[config.mk]
export PLATFORM = sky130hd
export DESIGN_NAME = spi_master_scheduler
export DESIGN_NICKNAME = d
export VERILOG_FILES = /design/src/rtl/spi_master_scheduler.sv
export SDC_FILE = /design/constraint.sdc
export NUM_CORES = 1
export LEC_CHECK = 0
export ABC_AREA = 0
export CAP_MARGIN = 20
export CORE_UTILIZATION = 45
export CTS_CLUSTER_SIZE = 30
export DETAILED_ROUTE_END_ITERATION = 10
export DONT_BUFFER_PORTS = 1
export PLACE_DENSITY = 0.7
export SETUP_SLACK_MARGIN = 0.1
export SLEW_MARGIN = 20
export SYNTH_ARGS = -nofsm -noshare
export SYNTH_HDL_FRONTEND = slang
export SYNTH_SLANG_ARGS = --single-unit
[constraint.sdc]
create_clock -name clk_i -period 2 [get_ports clk_i]
set_clock_uncertainty 0.1 [all_clocks]
set_input_delay 0.5 -clock clk_i [delete_from_list [all_inputs] [get_ports clk_i]]
set_output_delay 0.5 -clock clk_i [all_outputs]
set_load 0.005 [all_outputs]
[src/rtl/spi_master_scheduler.sv]
// Round-robin scheduler sharing one SPI mode-0 master port (8-bit frames, MSB first) among NUM_REQ requesters.
// Define SPI_GAP_EN to hold SS high for GAP_CYCLES extra cycles between frames.
module spi_master_scheduler #(
    parameter int NUM_REQ    = 4,
    parameter int CLK_DIV    = 4,
    parameter int GAP_CYCLES = 8
) (
    input  logic                   clk_i,
    input  logic                   reset_i,
    input  logic [NUM_REQ-1:0]     req_i,
    input  logic [NUM_REQ*8-1:0]   tx_data_i,
    output logic [NUM_REQ-1:0]     gnt_o,
    output logic [NUM_REQ-1:0]     ack_o,
    output logic [7:0]             rx_data_o,
    output logic                   busy_o,
    output logic                   sck_o,
    output logic                   mosi_o,
    output logic                   ss_o,
    input  logic                   miso_i
);

    localparam int PW      = (NUM_REQ > 1) ? $clog2(NUM_REQ) : 1;
    localparam int CNT_MAX = (GAP_CYCLES > CLK_DIV) ? GAP_CYCLES : CLK_DIV;
    localparam int CW      = $clog2(CNT_MAX + 1);
    localparam logic [CW-1:0] DIV_LAST = CW'(CLK_DIV - 1);
`ifdef SPI_GAP_EN
    localparam logic [CW-1:0] GAP_LAST = CW'(GAP_CYCLES - 1);
`endif

    // state    | meaning
    // S_IDLE   | arbitrate among pending requests
    // S_SETUP  | SS low, first MOSI bit presented, SCK low
    // S_SCK_HI | SCK high; MISO sampled on entry
    // S_SCK_LO | SCK low; next MOSI bit shifted out on entry
    // S_HOLD   | SS still low after the last falling SCK edge
    // S_DONE   | SS high, ack pulse, received byte published
    // S_GAP    | optional SS-high spacing before the next arbitration
    typedef enum logic [2:0] {
        S_IDLE, S_SETUP, S_SCK_HI, S_SCK_LO, S_HOLD, S_DONE, S_GAP
    } state_t;

    state_t               state_q, state_d;
    logic [CW-1:0]        div_q, div_d;
    logic [2:0]           bit_cnt_q, bit_cnt_d;
    logic [PW-1:0]        ptr_q, ptr_d;
    logic [7:0]           tx_sh_q, tx_sh_d;
    logic [7:0]           rx_sh_q, rx_sh_d;
    logic [7:0]           rx_data_q, rx_data_d;
    logic [NUM_REQ-1:0]   gnt_q, gnt_d;
    logic [NUM_REQ-1:0]   ack_q, ack_d;
    logic                 busy_q, busy_d;
    logic                 sck_q, sck_d;
    logic                 mosi_q, mosi_d;
    logic                 ss_q, ss_d;

    logic                 win_found;
    logic [PW-1:0]        win_idx;
    logic [PW-1:0]        ptr_next;
    logic [7:0]           tx_sel;
    logic                 div_last;

    function automatic logic [PW-1:0] rr_index(input logic [PW-1:0] base, input int offs);
        int sum;
        sum = int'(base) + offs;
        if (sum >= NUM_REQ) sum = sum - NUM_REQ;
        return PW'(sum);
    endfunction

    always_comb begin
        win_found = 1'b0;
        win_idx   = '0;
        for (int i = 0; i < NUM_REQ; i++) begin
            if (!win_found && req_i[rr_index(ptr_q, i)]) begin
                win_found = 1'b1;
                win_idx   = rr_index(ptr_q, i);
            end
        end
    end

    assign ptr_next = (win_idx == PW'(NUM_REQ - 1)) ? '0 : win_idx + 1'b1;
    assign tx_sel   = tx_data_i[{win_idx, 3'b000} +: 8];
    assign div_last = (div_q == DIV_LAST);

    always_comb begin
        state_d   = state_q;
        div_d     = div_q;
        bit_cnt_d = bit_cnt_q;
        ptr_d     = ptr_q;
        tx_sh_d   = tx_sh_q;
        rx_sh_d   = rx_sh_q;
        rx_data_d = rx_data_q;
        gnt_d     = gnt_q;
        ack_d     = '0;
        busy_d    = busy_q;
        sck_d     = sck_q;
        mosi_d    = mosi_q;
        ss_d      = ss_q;

        unique case (state_q)
            S_IDLE: begin
                if (win_found) begin
                    state_d          = S_SETUP;
                    gnt_d            = '0;
                    gnt_d[win_idx]   = 1'b1;
                    busy_d           = 1'b1;
                    ptr_d            = ptr_next;
                    tx_sh_d          = tx_sel;
                    div_d            = '0;
                    bit_cnt_d        = '0;
                    ss_d             = 1'b0;
                    sck_d            = 1'b0;
                    mosi_d           = tx_sel[7];
                end
            end
            S_SETUP, S_SCK_LO: begin
                div_d = div_q + 1'b1;
                if (div_last) begin
                    state_d   = S_SCK_HI;
                    div_d     = '0;
                    sck_d     = 1'b1;
                    rx_sh_d   = {rx_sh_q[6:0], miso_i};
                    bit_cnt_d = bit_cnt_q + 3'd1;
                end
            end
            S_SCK_HI: begin
                div_d = div_q + 1'b1;
                if (div_last) begin
                    div_d = '0;
                    sck_d = 1'b0;
                    // bit_cnt wraps back to 0 once the eighth bit has been sampled
                    if (bit_cnt_q == 3'd0) begin
                        state_d = S_HOLD;
                    end else begin
                        state_d = S_SCK_LO;
                        tx_sh_d = {tx_sh_q[6:0], 1'b0};
                        mosi_d  = tx_sh_q[6];
                    end
                end
            end
            S_HOLD: begin
                div_d = div_q + 1'b1;
                if (div_last) begin
                    state_d   = S_DONE;
                    div_d     = '0;
                    ss_d      = 1'b1;
                    rx_data_d = rx_sh_q;
                    ack_d     = gnt_q;
                end
            end
            S_DONE: begin
                gnt_d  = '0;
                busy_d = 1'b0;
                div_d  = '0;
`ifdef SPI_GAP_EN
                state_d = S_GAP;
`else
                state_d = S_IDLE;
`endif
            end
`ifdef SPI_GAP_EN
            S_GAP: begin
                div_d = div_q + 1'b1;
                if (div_q == GAP_LAST) begin
                    state_d = S_IDLE;
                    div_d   = '0;
                end
            end
`endif
            default: state_d = S_IDLE;
        endcase
    end

    always_ff @(posedge clk_i or posedge reset_i) begin
        if (reset_i) begin
            state_q   <= S_IDLE;
            div_q     <= '0;
            bit_cnt_q <= '0;
            ptr_q     <= '0;
            tx_sh_q   <= '0;
            rx_sh_q   <= '0;
            rx_data_q <= '0;
            gnt_q     <= '0;
            ack_q     <= '0;
            busy_q    <= 1'b0;
            sck_q     <= 1'b0;
            mosi_q    <= 1'b0;
            ss_q      <= 1'b1;
        end else begin
            state_q   <= state_d;
            div_q     <= div_d;
            bit_cnt_q <= bit_cnt_d;
            ptr_q     <= ptr_d;
            tx_sh_q   <= tx_sh_d;
            rx_sh_q   <= rx_sh_d;
            rx_data_q <= rx_data_d;
            gnt_q     <= gnt_d;
            ack_q     <= ack_d;
            busy_q    <= busy_d;
            sck_q     <= sck_d;
            mosi_q    <= mosi_d;
            ss_q      <= ss_d;
        end
    end

    assign gnt_o     = gnt_q;
    assign ack_o     = ack_q;
    assign rx_data_o = rx_data_q;
    assign busy_o    = busy_q;
    assign sck_o     = sck_q;
    assign mosi_o    = mosi_q;
    assign ss_o      = ss_q;

endmodule

==> results.yml <==
cells_and_area:
  multi_input_area_mm2: 0.00130
  most-common-layout-cells: "nand2_1 (48), dfrtp_1 (46), buf_4 (19), mux2i_1 (17), mux2_2 (15)"
  antennaDiodeCount: 0
  layout.filler_cells: 445
  drive_gt1_share_pct: 25.5
  area.sequential_mm2: 0.00118
  num-nets-final: 323
  postLayoutCoreUtil_pct: 56.6
  flow.area_growth_from_synthesis_pct: 18.9
  commonest_non_fill_non_tap_cell_in_the_layout: "nand2_1"
worst_hold_path:
  min-delay-path-class: "input port to flop"
setup_path:
  critical-path-max-stage-delay_ns: 0.41
  timing.rr.end: "gnt_o[2]"
  cpMostUsedCell: "nand2_1"
  end_kind: "flop"
  reg2reg_setup_slack_ns: 0.05
  critical_path_buf_inv_count: 1
  r2r.worst_path.cells: 8
  worstPathMaxFanout: 8
  cell_chain_of_the_critical_path: "ha_4 -> nor3b_4 -> nand2_1 -> a2111o_1 -> buf_12 -> nor2_4 -> nand2_1 -> a21oi_2"
  path_class: "flop to flop"
  critical_path_cell_count: 8
  critical-path-top-delay-family: "simple AND/OR/NAND/NOR gates"
  worst_r2r_startpoint: "div_q[1]"
  critical_path_start: "div_q[1]"
  required_ns: 2.13
  cp-start-kind: "flop"
  critPathSlowestCell: "a2111o_1"
  crit_end: "gnt_o[2]"
  worst-endpoint-arrival_ns: 2.08
route:
  number_of_iterations_in_the_first_detailed_routing_pass: 4
  detailedRoute.firstIterationViolations: 64
  routed_wl_mm: 4.63
  route.vias.total: 1844
  route.detailed.drc: 0
  antenna_violating_nets_post_route: 0
  routedWlPerCell_um: 13.3
  via_density_per_instance: 5.30
cts:
  cts_num_sinks: 47
  clk_path_buf_depth: 2
  cts_max_level: 2
  cts_tree: "yes"
  root_buffer: "clkbuf_8"
  clock_network_latency_to_the_later_pin_of_the_worst_skew_pair_ns: 0.30
  path_clk_slew_ns: 0.09
  numCtsBuffers: 5
synthesis:
  synth-edff-count: 0
  synthXorXnorAreaFrac_pct: 0.351
  synth.ff_latch_count: 47
  syn_nets: 303
  synthAdderAreaFrac_pct: 3.51
  proportion_of_synthesized_chip_area_in_sequential_cells_pct: 47.2
  synth.yosys.warnings: 0
  yosys_most_used_dff: "dfrtp_1"
  synth_area_per_cell_um2: 9.70
  main_combinational_cell_family_by_area_after_synthesis: "simple AND/OR/NAND/NOR gates"
  share_of_the_synthesized_area_in_compound_gates_ao_oa_aoi_oai_pct: 11.9
  synthArstFlopShare_pct: 100
  syn-instance-count: 257
  post_synth_instance_area_mm2: 0.00249
  simple_gate_fraction_of_synth_area_pct: 18.4
  yosys-mux-area-fraction_pct: 13.6
  synthDistinctLibCells: 40
placement:
  detailedPlacementHpwl_mm: 3.16
  buffer_ports.inserted: 0
  place.gp.congestion: 0.776
sta:
  report.final.slew_viol_count: 0
  max_clock_freq_ghz: 0.513
  final_cycle_utilization_of_the_critical_path_pct: 97.5
  worst_slew_margin_rel_pct: 75.4
  rsz_0062_raised_after_global_routing: "yes"
  setup_viol: 0
  finalWorstPathRequiredPeriod_ns: 1.95
  hold_violations: 0
  worst_pin_slew_ns: 0.368
floorplan:
  floorplan_die_width_um: 76.4
  die_height_um: 76.4
  io-pin-count: 59
  floorplan.core_area_mm2: 0.00524
  die_area_mm2: 0.00584
  initial_core_util_pct: 47.6
  rows: 26
global_route:
  pin_count_of_the_biggest_net_entering_global_routing: 24
  globalRouteOverflowTotal: 0
  number_of_antenna_violations_at_the_first_check_in_global_routing: 0
  first_pass_grt_wire_length_mm: 7.49
  first_global_vias: 1734
  track_usage_pct: 15.8
pwr:
  leakagePower_nw: 1.35
  p_clk_share_pct: 15.3
  share_seq_of_total_power_pct: 40.2
  report.power.total_w: 0.00397
  internal_power_w: 0.00251
  irDropWorstVdd_mv: 0.744
  total_switching_power_w: 0.00145
  netSwitchingFraction_pct: 36.6
  power-per-cell-area_mw_per_mm2: 1340
  combPwrFrac_pct: 44.5
run_status:
  status: "completed"
job:
  timing.max_cap.violations: 0
-- cells in the mapped netlist (4+ instances only) --
| master | n | share of area [%] |
|---|---|---|
| nand2_1 | 49 | 7.4 |
| nand2b_1 | 8 | 2.0 |
| nor2_1 | 14 | 2.1 |
| a21oi_1 | 18 | 3.6 |
| o21ai_0 | 14 | 2.8 |
| dfrtp_1 | 46 | 46 |
| ha_1 | 7 | 3.5 |
| o21ai_1 | 6 | 1.2 |
| inv_1 | 12 | 1.8 |
| and2_1 | 4 | 1.0 |
| mux2_2 | 15 | 6.8 |
| nand3_1 | 5 | 1.0 |
| mux2i_1 | 17 | 6.8 |
| buf_2 | 5 | 1.0 |
-- per-layer routing --
layer / GRT usage (%) / wire (µm) / up-vias
met2: 25.9 / 2250 / 48
met4: 4.81 / 25 / 0
met3: 3.83 / 220 / 2
met1: 20.6 / 2130 / 880
li1: - / - / 914
met5: 0 / 0 / -
-- what timing repair did --
item | in CTS | in global routing
endpoints found under the hold margin | 14 | 0
gates resized for setup | 1 | 24
setup buffers | 5 | 3
setup endpoints to repair | 23 | 31
pin swaps | 2 | 12
hold buffers | 1 | 0
-- final cells by class --
class,instances,share of cell area [%]
Clock inverter,2,0.549
Sequential cell,47,39.7
Inverter,12,1.52
Timing Repair Buffer,25,8.53
Multi-Input combinational cell,186,43.9
Clock buffer,6,2.79
Tap cell,70,2.95
-- sequential cells by signal (all words and copies together), names as in the netlist --
register / count
ss_o: 1
rx_sh_q: 8
ack_o: 4
mosi_o: 1
rx_data_o: 8
gnt_o: 4
state_q: 3
ptr_q: 2
busy_o: 1
tx_sh_q: 7
div_q: 4
bit_cnt_q: 3
sck_o: 1
-- kinds of logic (layout without fill, tap and decap cells) --
group / count (synthesis) / after routing
buffers and inverters: 24 / 45
AND/OR/NAND/NOR: 95 / 95
XOR/XNOR: 1 / 1
AO/OA/AOI/OAI: 51 / 51
adder cells (fa/ha/maj): 7 / 7
flip-flops: 47 / 47
multiplexers: 32 / 32
-- worst min path at each step --
stage               start            to  slack (ns)  cells after the start
2_1_floorplan  rx_sh_q[7]  rx_data_o[7]        0.33                      2
3_3_place_gp      reset_i      ack_o[2]        0.28                      1
3_5_place_dp      reset_i      ack_o[2]        0.28                      1
4_1_cts            miso_i    rx_sh_q[0]        0.24                      1
5_1_grt            miso_i    rx_sh_q[0]        0.23                      1
6_report           miso_i    rx_sh_q[0]        0.25                      1
-- through the flow --
step | hold slack [ns] | std cells | cell area, µm² | setup WS, ns | setup TNS, ns
3_5_place_dp | 0.279 | 331 | 2670 | 0.00293 | 0
6_report | 0.248 | 348 | 2960 | 0.0504 | 0
3_3_place_gp | 0.277 | 331 | 2670 | 0.0552 | 0
4_1_cts | 0.235 | 345 | 2840 | 0.0258 | 0
2_1_floorplan | 0.333 | 257 | 2500 | 0.0814 | 0
5_1_grt | 0.235 | 348 | 2960 | -0.0423 | -0.303
-- power groups by stage --
stage | Clock, W | Sequential, W | Combinational, W
global placement | 0 | 0.00157 | 0.00145
floorplan | 0 | 0.00148 | 0.00121
detailed placement | 0 | 0.00158 | 0.00149
global route | 0.000670 | 0.00164 | 0.00195
CTS | 0.000627 | 0.00156 | 0.00162
finish | 0.000608 | 0.00159 | 0.00176
Power figures use the tool's default switching activity.
